`src/rtl/imem_port_arbiter.sv`:
```
// imem_port_arbiter
// Shares one single-port synchronous instruction memory between three requesters:
// CPU instruction fetch (IF), CPU data reads from instruction space (D) and the
// bootloader write port (W). One access is granted per cycle. Read data comes
// back from memory one cycle after the grant and is routed to the owner.
//
// Ports:
//   clk, rst                  clock; synchronous active-low reset
//   if_req/if_addr            fetch request and word address
//   if_gnt/if_rvalid/if_rdata fetch grant, return valid, data (0 = NOP when not valid)
//   d_req/d_addr              data read request and word address
//   d_gnt/d_rvalid/d_rdata    data read grant, return valid, raw memory data
//   w_req/w_addr/w_data       bootloader write request, address, data
//   w_gnt                     write performed this cycle
//   mem_en/mem_we/mem_addr/mem_wdata/mem_rdata  memory port
module imem_port_arbiter #(
   parameter int unsigned ADDR_W     = 30,
   parameter int unsigned DATA_W     = 32,
   parameter int unsigned MAX_CONSEC = 4
) (
   input  logic              clk,
   input  logic              rst,
   input  logic              if_req,
   input  logic [ADDR_W-1:0] if_addr,
   output logic              if_gnt,
   output logic              if_rvalid,
   output logic [DATA_W-1:0] if_rdata,
   input  logic              d_req,
   input  logic [ADDR_W-1:0] d_addr,
   output logic              d_gnt,
   output logic              d_rvalid,
   output logic [DATA_W-1:0] d_rdata,
   input  logic              w_req,
   input  logic [ADDR_W-1:0] w_addr,
   input  logic [DATA_W-1:0] w_data,
   output logic              w_gnt,
   output logic              mem_en,
   output logic              mem_we,
   output logic [ADDR_W-1:0] mem_addr,
   output logic [DATA_W-1:0] mem_wdata,
   input  logic [DATA_W-1:0] mem_rdata
);

   localparam logic [3:0] MaxCnt = 4'(MAX_CONSEC);

   typedef enum logic [1:0] {
      RselNone,
      RselIf,
      RselD
   } rsel_e;

   rsel_e      rsel_q, rsel_d;
   logic [3:0] starve_q, starve_d;
   logic       starved;

   // Grant: W > D > IF, except a fetch that has waited MAX_CONSEC grants wins.
   always_comb begin
      if_gnt  = 1'b0;
      d_gnt   = 1'b0;
      w_gnt   = 1'b0;
      starved = (starve_q == MaxCnt) && if_req;
      if (rst) begin
         if (starved) begin
            if_gnt = 1'b1;
         end else if (w_req) begin
            w_gnt = 1'b1;
         end else if (d_req) begin
            d_gnt = 1'b1;
         end else if (if_req) begin
            if_gnt = 1'b1;
         end
      end
   end

   // Memory port drive.
   always_comb begin
      mem_en    = if_gnt | d_gnt | w_gnt;
      mem_we    = w_gnt;
      mem_wdata = w_data;
      if (w_gnt) begin
         mem_addr = w_addr;
      end else if (d_gnt) begin
         mem_addr = d_addr;
      end else if (if_gnt) begin
         mem_addr = if_addr;
      end else begin
         mem_addr = '0;
      end
   end

   // Next state: return owner and starvation count.
   always_comb begin
      rsel_d   = RselNone;
      starve_d = starve_q;
      if (if_gnt) begin
         rsel_d = RselIf;
      end else if (d_gnt) begin
         rsel_d = RselD;
      end

      if (!if_req || if_gnt) begin
         starve_d = 4'd0;
      end else if ((w_gnt || d_gnt) && (starve_q != MaxCnt)) begin
         starve_d = starve_q + 4'd1;
      end
   end

   always_ff @(posedge clk) begin
      if (!rst) begin
         rsel_q   <= RselNone;
         starve_q <= 4'd0;
      end else begin
         rsel_q   <= rsel_d;
         starve_q <= starve_d;
      end
   end

   // Returns are suppressed while reset is held so a read granted just before
   // reset never produces an rvalid.
   always_comb begin
      if_rvalid = rst && (rsel_q == RselIf);
      d_rvalid  = rst && (rsel_q == RselD);
      if_rdata  = if_rvalid ? mem_rdata : '0;
      d_rdata   = mem_rdata;
   end

endmodule

```
`config.mk`:
```
export PLATFORM = sky130hd
export DESIGN_NAME = imem_port_arbiter
export DESIGN_NICKNAME = d
export VERILOG_FILES = /design/src/rtl/imem_port_arbiter.sv
export SDC_FILE = /design/constraint.sdc
export NUM_CORES = 1
export LEC_CHECK = 0
export ABC_AREA = 1
export BUFFER_PORTS_ARGS = -buffer_cell sky130_fd_sc_hd__buf_2
export CAP_MARGIN = 20
export CORE_AREA = 2 2 113 115
export CTS_BUF_LIST = sky130_fd_sc_hd__clkbuf_16
export DETAILED_ROUTE_END_ITERATION = 6
export DIE_AREA = 0 0 115 117
export MAX_ROUTING_LAYER = met4
export RECOVER_POWER = 25
export SYNTH_ARGS = -nofsm -noshare
export SYNTH_HDL_FRONTEND = slang
export SYNTH_SLANG_ARGS = --single-unit
```
`constraint.sdc`:
```
create_clock -name clk -period 1.3 [get_ports clk]
set_clock_uncertainty 0.15 [all_clocks]
set_input_delay 0.065 -clock clk [delete_from_list [all_inputs] [get_ports clk]]
set_output_delay 0.065 -clock clk [all_outputs]
set_load 0.01 [all_outputs]
```
# Word-level counts from Yosys, hierarchy flattened
# Index checks and enable logic that the tools add are counted.
word_totals:
  reg_bits: 6
  latch_bits: 0
  mem_bits_rw: 0
  rom_bits: 0
  output_inout_bits: 133
  wordCells: 38
  memories: 0
classes:
  addsub: 1
  n_mul: 0
  n_div: 0
  order_cmp: 0
  eq_ne: 4
  n_shift: 0
  mux: 18
  bitwise: 3
  reduce_logical: 9
op_table:
  columns: ["operator", "count"]
  rows:
  - ["30-bit two-way mux", 3]
  - ["32-bit two-way mux", 1]
  - ["1-bit two-way mux", 13]
  - ["4-bit by 1-bit adder with 4-bit output, second input constant", 1]
  - ["4-bit by 3-bit == test with 1-bit output, second input constant", 1]
  - ["1-bit logical AND", 4]
  - ["4-bit by 3-bit inequality test with 1-bit output, second input constant", 1]
  - ["2-bit OR reduction", 2]
  - ["2-bit by 1-bit == test with 1-bit output, second input constant", 1]
  - ["2-bit == test, second input constant", 1]
  - ["1-bit logical OR", 2]
  - ["2-bit two-way mux", 1]
  - ["1-bit bitwise OR", 2]
  - ["1-bit zero test", 1]
  - ["1-bit NOT", 1]

# Longest topological paths before layout
# Gate-level depths: netlist of the first run.
logic_depth:
  word_depth: 8
  mapped_depth: 9
  ltp_nobuf: 8

# Worst setup path after synthesis of the first run
# OpenSTA, ideal clock, no wires.
synth_timing:
  path_type: "register to output"
  from: "reg starve_q[0]"
  to: "out mem_addr[10]"
  t_arrival_ps: 1268
  required_time_ps: 1085
  setup_slack_ps: -183
  stages_incl_launch_ff: 10
  n_path_buf: 1
  path_cell_list: "dfxtp_1 > inv_1 > ha_1 > nand4_2 > nand2_1 > nand2_2 > clkinv_2 > buf_6 > nand2_1 > nand3_1"
synth_via:
  elab_chain_len: 7
synth_lines:
  columns: ["element", "line_no", "text"]
  rows:
  - ["start, declared", "53", "logic [3:0] starve_q, starve_d;"]
  - ["start signal, assigned", "114", "starve_q <= starve_d;"]
  - ["4-bit by 3-bit == test with 1-bit output", "61", "starved = (starve_q == MaxCnt) && if_req;"]
  - ["1-bit logical AND", "61", null]
  - ["1-bit two-way mux", "63", "if (starved) begin"]
  - ["1-bit two-way mux", "62", "if (rst) begin"]
  - ["net if_gnt", "25", "output logic if_gnt,"]
  - ["30-bit two-way mux", "84", "end else if (if_gnt) begin"]
  - ["30-bit two-way mux", "82", "end else if (d_gnt) begin"]
  - ["30-bit two-way mux", "80", "if (w_gnt) begin"]
  - ["end, declared", "39", "output logic [ADDR_W-1:0] mem_addr,"]
# The timed path passes the listed nets, and every way through them passes these cells.

# Worst setup path after layout of the first run
layout_timing:
  from: "reg starve_q[0]"
  to: "out mem_addr[18]"
layout_via:
  elab_chain_len: 7
layout_lines:
  columns: ["element", "line_no"]
  rows:
  - ["4-bit by 3-bit == test with 1-bit output (*)", "61"]
  - ["1-bit logical AND (*)", "61"]
  - ["1-bit two-way mux", "63"]
  - ["1-bit two-way mux", "62"]
  - ["30-bit two-way mux", "84"]
  - ["30-bit two-way mux", "82"]
  - ["30-bit two-way mux (*)", "80"]
# Mark *: on every way between the ends. The rest lies on a longest branch, timed or not.

==> results.py, run 1 <==
metrics = {
    "run": {
        "drv_cap": 0,
    },
    "clocking": {
        "cts_sinks": 6,
        "clk_pin_slew_worst_paths_ns": 0.03,
        "clockRootBuffer": "clkbuf_16",
        "cts_buffer_depth": 2,
        "htreeDepth": 1,
        "insertion_delay_ns": 0.23,
        "tritoncts": "built",
        "numCtsBuffers": 3,
    },
    "setup_path": {
        "reg2reg_depth": 9,
        "cp.arrival_ns": 1.54,
        "worstSetupPathType": "flip-flop to primary output",
        "worstReg2RegEnd": "starve_q[2]",
        "cp-end-kind": "primary output",
        "critPathRequiredTime_ns": 1.09,
        "path_max_fanout": 6,
        "setup.worst_path.start_class": "flip-flop",
        "r2r-start": "starve_q[0]",
        "ff2ff_setup_slack_ns": -0.15,
    },
    "power": {
        "power_uw": 1740,
        "p_leak_uw": 0.00249,
        "power_density_nw_per_um2": 416,
        "peakVddDrop_uv": 330,
    },
    "routing": {
        "vias": 2703,
        "routed_wl_um": 9180,
        "drcViolationCount": 0,
        "dr.pass1.iters": 4,
        "drtIter0Drc": 39,
        "detail_route.wl_per_cell_um": 13.4,
        "final_antenna_net_count": 0,
        "viasPerCell": 3.96,
    },
    "min_path": {
        "hold_depth": 5,
        "hold_path.class": "input pin to flip-flop",
        "worstHoldEndpoint": "starve_q[1]",
        "min-delay-start": "if_req",
    },
    "timing": {
        "rsz0062_at_grt": "true",
        "final_hold_viol_count": 0,
        "finalSetupViolCount": 73,
        "setup_slack_ns": -0.453,
        "timing.final.crit_period_ns": 1.75,
        "slew_violations": 0,
        "fmax_ghz": 0.571,
        "tightest_slew_ns": 0.210,
        "post-route-period-util_pct": 135,
        "maxSlewHeadroom_pct": 85.9,
    },
    "synthesis": {
        "synth_area_per_cell_um2": 5.26,
        "ys_warn_count": 0,
        "synth_area_um2": 1670,
        "ys_seq_area_share_pct": 7.17,
        "ys_ff_latch": 6,
        "synth_cell_types": 17,
        "synthCells": 318,
        "synth_fp_nets": 479,
    },
    "global_route": {
        "first_global_vias": 2274,
        "grt_overflow": 0,
        "antenna_found_initial": 0,
        "grt_max_degree": 28,
        "grt.total_usage_pct": 11.3,
        "grt_first_pass_wirelength_um": 11300,
    },
    "place": {
        "hpwlAfterDp_um": 5920,
        "io_buffers": 227,
        "place_congestion": 0.758,
        "dp.cells": 635,
    },
    "die": {
        "core-area_um2": 12300,
        "pin_count": 292,
        "std_cell_rows": 41,
        "initial_core_util_pct": 13.6,
        "die_y_um": 117,
        "die-area_um2": 13500,
        "fp.dieW_um": 115,
    },
    "outcome": {
        "violations": "setup timing",
        "status": "finished, violations left",
    },
    "cells_and_area": {
        "fin_nets": 696,
        "final_cell_mix": "buf_2, nand2_1, buf_6, inv_1, dlygate4sd3_1",
        "antenna_cells": 0,
        "final_common_cell": "buf_2",
        "areaGrowthSynthToFinish_pct": 149,
        "fin_cells": 683,
        "nFillCells": 1281,
        "seq_area_um2": 124,
        "drive_above_1_share_pct": 67.9,
        "multi_input_area_um2": 1410,
    },
}
[cell type report]
class                   count  share of cell area (%)
flip-flops and latches      6                    2.97
inverters                  47                    4.64
clock buffers               3                    1.80
repair buffers            289                    52.4
multi-input cells         188                    33.7
well taps                 150                    4.49
[critical path, cell delays in order (launching register included)]
cell       delay, ns
dfxtp_2         0.32
inv_2           0.05
ha_4            0.16
nand4_4         0.10
nand2_4         0.07
nand2_4         0.09
clkinv_8        0.09
clkbuf_16       0.18
nand2_4         0.06
nand3_2         0.06
buf_6           0.12
[cells in the mapped netlist, drive strengths merged]
| library cell | n | share of area, % |
|---|---|---|
| buf | 74 | 34 |
| clkinv | 1 | 0.30 |
| xor2 | 1 | 0.52 |
| nand4 | 1 | 0.75 |
| nand3 | 37 | 11 |
| clkbuf | 3 | 0.67 |
| nor2 | 37 | 8.3 |
| nand2 | 106 | 24 |
| inv | 46 | 10 |
| o21ai | 1 | 0.30 |
| dfxtp | 6 | 7.2 |
| ha | 2 | 1.5 |
| a21oi | 3 | 0.90 |
[worst max path at each step]
stage / slack, ns / to / from
floorplan: -0.06 / mem_addr[10] / starve_q[0]
global placement: -0.24 / mem_addr[20] / starve_q[0]
detailed placement: -0.26 / mem_addr[25] / starve_q[0]
CTS: -0.47 / mem_addr[25] / starve_q[0]
global route: -0.53 / mem_addr[0] / starve_q[0]
finish: -0.45 / mem_addr[18] / starve_q[0]
[metrics by stage]
step	hold slack [ns]	worst slack, ns	instance area [um^2]	utilization [%]	setup TNS, ns
6_report	0.0829	-0.453	4180	33.9	-18.09
5_1_grt	0.111	-0.531	4180	33.9	-22.73
4_1_cts	0.0877	-0.468	3790	30.8	-19.87
3_5_place_dp	-0.0199	-0.263	2790	22.7	-8.11
3_3_place_gp	-0.0199	-0.239	2790	22.7	-7.53
2_1_floorplan	0.0314	-0.0555	1880	-	-1.45
[cell families after synthesis]
logic type / synth area share (%)
compound gates: 1.20
simple gates: 44.5
xor+xnor: 0.523
flops: 7.18
buf+inv: 45.1
fa+ha+maj: 1.49
[registers in the layout, indices dropped and copies added (netlist names)]
signal	cells
rsel_q	2
starve_q	4
[layer usage]
| layer | GRT usage (%) | vias up | wire length [um] |
|---|---|---|---|
| li1 | - | 1310 | - |
| met4 | 1.69 | 0 | 51 |
| met3 | 0.978 | 4 | 608 |
| met1 | 11.4 | 1217 | 3270 |
| met2 | 23.7 | 172 | 5250 |
| met5 | - | - | 0 |
[repair_timing]
item | 4_1_cts | 5_1_grt
buffers inserted | 8 | 5
cloned | 6 | 1
endpoints found under the hold margin | 32 | 0
resized for setup | 93 | 104
endpoints found under the setup margin | 71 | 73
hold buffers | 32 | 0
pin swaps | 9 | 9
[power by group]
group	switching, uW	total (uW)	internal, uW
combinational	499	1030	534
clock	111	507	395
sequential	3.85	196	192
Note: power is estimated with default switching activity, not from simulation.
==> inputs of run 2 (changes only) <==
ABC_AREA = unset   (was 1)
==> results.py, run 2 <==
metrics = {
    "timing": {
        "finalSetupViolCount": 72,
        "rsz0062_at_grt": "true",
        "fin_tns_setup_ns": -23.64,
        "post-route-period-util_pct": 141,
        "maxSlewHeadroom_pct": 84.7,
        "fmax_ghz": 0.547,
        "timing.final.crit_period_ns": 1.83,
        "setup_slack_ns": -0.529,
        "slew_violations": 0,
        "final_hold_viol_count": 0,
        "hold_slack_ns": 0.0594,
        "tightest_slew_ns": 0.230,
    },
    "setup_path": {
        "r2r-start": "starve_q[1]",
        "reg2reg_depth": 5,
        "worstReg2RegEnd": "starve_q[0]",
        "path_max_fanout": 22,
        "critical-path-max-stage-delay_ns": 0.31,
        "ff2ff_setup_slack_ns": -0.11,
        "setup.worst_path.start_class": "flip-flop",
        "crit_family": "buffers and inverters",
        "critPathRequiredTime_ns": 1.09,
        "path_cells": "inv_2, ha_4, and3b_2, buf_12, o2111ai_2, a2bb2oi_2, buf_2",
        "critPathBufInv": 3,
        "cp-end-kind": "primary output",
        "cpMaxStageDelayCell": "dfxtp_2",
        "cp.arrival_ns": 1.61,
        "worstSetupPathType": "flip-flop to primary output",
    },
    "min_path": {
        "hold_depth": 2,
        "hold_path.class": "input pin to flip-flop",
        "min-delay-start": "d_req",
        "worstHoldEndpoint": "rsel_q[1]",
    },
    "global_route": {
        "grt_first_pass_wirelength_um": 13400,
        "first_global_vias": 2715,
        "grt_overflow": 0,
        "grt.total_usage_pct": 13.0,
        "grt_max_degree": 23,
        "antenna_found_initial": 0,
    },
    "synthesis": {
        "synth.largest_area_cell": "buf_4",
        "synthFlopType": "dfxtp_1",
        "yosys-top-cells-area": "buf_4, a2bb2oi_1, o2111ai_1, a21o_1, and2_1",
        "synthCells": 287,
        "synth_fp_nets": 448,
        "ys_ff_latch": 6,
        "synth.most_common_cell": "buf_4",
        "synth_edf_count": 0,
        "ys_warn_count": 0,
        "synth_area_um2": 2090,
        "synth_area_per_cell_um2": 7.29,
        "async_flop_share_pct": 0,
        "synthTopCellsByCount": "buf_4, and2_1, nand3_1",
        "synth_top_cell_area_share_pct": 25.1,
        "ys_seq_area_share_pct": 5.74,
        "synth_cell_types": 27,
    },
    "cells_and_area": {
        "final_cell_mix": "buf_2, buf_6, dlygate4sd3_1",
        "largest_reg_flops": 4,
        "top_register": "starve_q",
        "drive_above_1_share_pct": 72.8,
        "antenna_cells": 0,
        "areaGrowthSynthToFinish_pct": 103,
        "top_regs": "starve_q x4, rsel_q x2",
        "fin_nets": 645,
        "final_common_cell": "buf_2",
    },
    "power": {
        "p_leak_uw": 0.00201,
        "peakVddDrop_uv": 297,
        "power_density_nw_per_um2": 422,
    },
    "routing": {
        "routed_wl_um": 10100,
        "drcViolationCount": 0,
        "drtIter0Drc": 90,
        "dr.pass1.iters": 4,
        "viasPerCell": 4.64,
        "vias": 2930,
        "detail_route.wl_per_cell_um": 15.9,
        "final_antenna_net_count": 0,
    },
    "place": {
        "hpwlAfterDp_um": 7200,
        "place_congestion": 0.724,
        "io_buffers": 227,
    },
    "die": {
        "die_y_um": 117,
        "fp.dieW_um": 115,
        "std_cell_rows": 41,
        "initial_core_util_pct": 17.0,
        "pin_count": 292,
        "core-area_um2": 12300,
        "die-area_um2": 13500,
    },
    "clocking": {
        "insertion_delay_ns": 0.22,
        "clockRootBuffer": "clkbuf_16",
        "cts_buffer_depth": 2,
        "numCtsBuffers": 3,
        "cts_sinks": 6,
        "htreeDepth": 1,
        "tritoncts": "built",
        "clk_pin_slew_worst_paths_ns": 0.03,
    },
    "outcome": {
        "violations": "setup timing",
        "status": "finished, violations left",
    },
    "run": {
        "drv_cap": 0,
    },
}
[run 2: cell count changes after synthesis, sizes merged, moves of 3 or more]
cell,before,now
buf,74,90
a2bb2oi,0,30
nand3,37,31
nand2,106,3
a21oi,3,0
inv,46,3
and2,0,32
nor2,37,5
clkbuf,3,10
a21o,0,30
o2111ai,0,30
[run 2: worst max path at each step]
| stage | startpoint | endpoint | slack (ns) | cells after the start |
|---|---|---|---|---|
| global placement | starve_q[1] | if_gnt | -0.31 | 7 |
| finish | starve_q[1] | mem_addr[27] | -0.53 | 7 |
| global route | starve_q[1] | mem_addr[5] | -0.61 | 7 |
| detailed placement | starve_q[1] | if_gnt | -0.33 | 7 |
| CTS | starve_q[1] | mem_addr[22] | -0.53 | 7 |
| floorplan | starve_q[0] | mem_addr[17] | -0.17 | 7 |
[run 2: final cells by class]
cell class / instances / area, um^2
Clock buffer: 3 / 75.1
Fill cell: 1248 / 8060
Inverter: 3 / 16.3
Multi-Input combinational cell: 178 / 1790
Sequential cell: 6 / 124
Tap cell: 150 / 188
Timing Repair Buffer: 292 / 2060
[run 2: what timing repair did]
item / in CTS / in global routing
endpoints found under the hold margin: 32 / 0
pin swaps: 5 / 28
hold buffers: 32 / 0
buffers inserted: 2 / 3
gates cloned: 3 / 2
setup endpoints to repair: 71 / 72
resized for setup: 19 / 62
[run 2: cell families (layout without fill, tap and decap cells)]
logic type / count (synthesis) / after routing / synth area share, %
buf+inv: 103 / 298 / 31.9
simple gates: 83 / 83 / 24.1
fa+ha+maj: 2 / 2 / 1.20
flops: 6 / 6 / 5.74
compound gates: 93 / 93 / 37.0
[run 2: per-stage QoR]
| stage | utilization [%] | instances | area (um^2) | setup WS [ns] | power, uW |
|---|---|---|---|---|---|
| finish | 34.5 | 632 | 4250 | -0.529 | 1790 |
| global route | 34.5 | 632 | 4250 | -0.610 | 1910 |
| CTS | 32.5 | 630 | 4010 | -0.528 | 1790 |
| detailed placement | 28.0 | 590 | 3450 | -0.327 | 1150 |
| global placement | 28.0 | 590 | 3450 | -0.311 | 1140 |
| floorplan | - | 287 | 2520 | -0.166 | 856 |
[run 2: report_power, final]
| part | switching [uW] | internal, uW | total [uW] |
|---|---|---|---|
| combinational | 532 | 580 | 1110 |
| clock | 95.1 | 394 | 489 |
| sequential | 2.72 | 191 | 193 |
| total | 630 | 1170 | 1790 |
[run 2: worst register-to-register path: stages, from the launching register on]
cell and delay, ns:
dfxtp_2 0.32, inv_2 0.04, ha_4 0.16, and3b_2 0.23
buf_12 0.17, nor4_2 0.25
[run 2: metal layers]
layer	global-route usage, %	wire length (um)	vias to the layer above
met5	-	0	-
met4	3.86	124	0
met3	1.08	627	6
met2	24.5	5300	180
met1	14.6	4030	1356
li1	-	-	1388
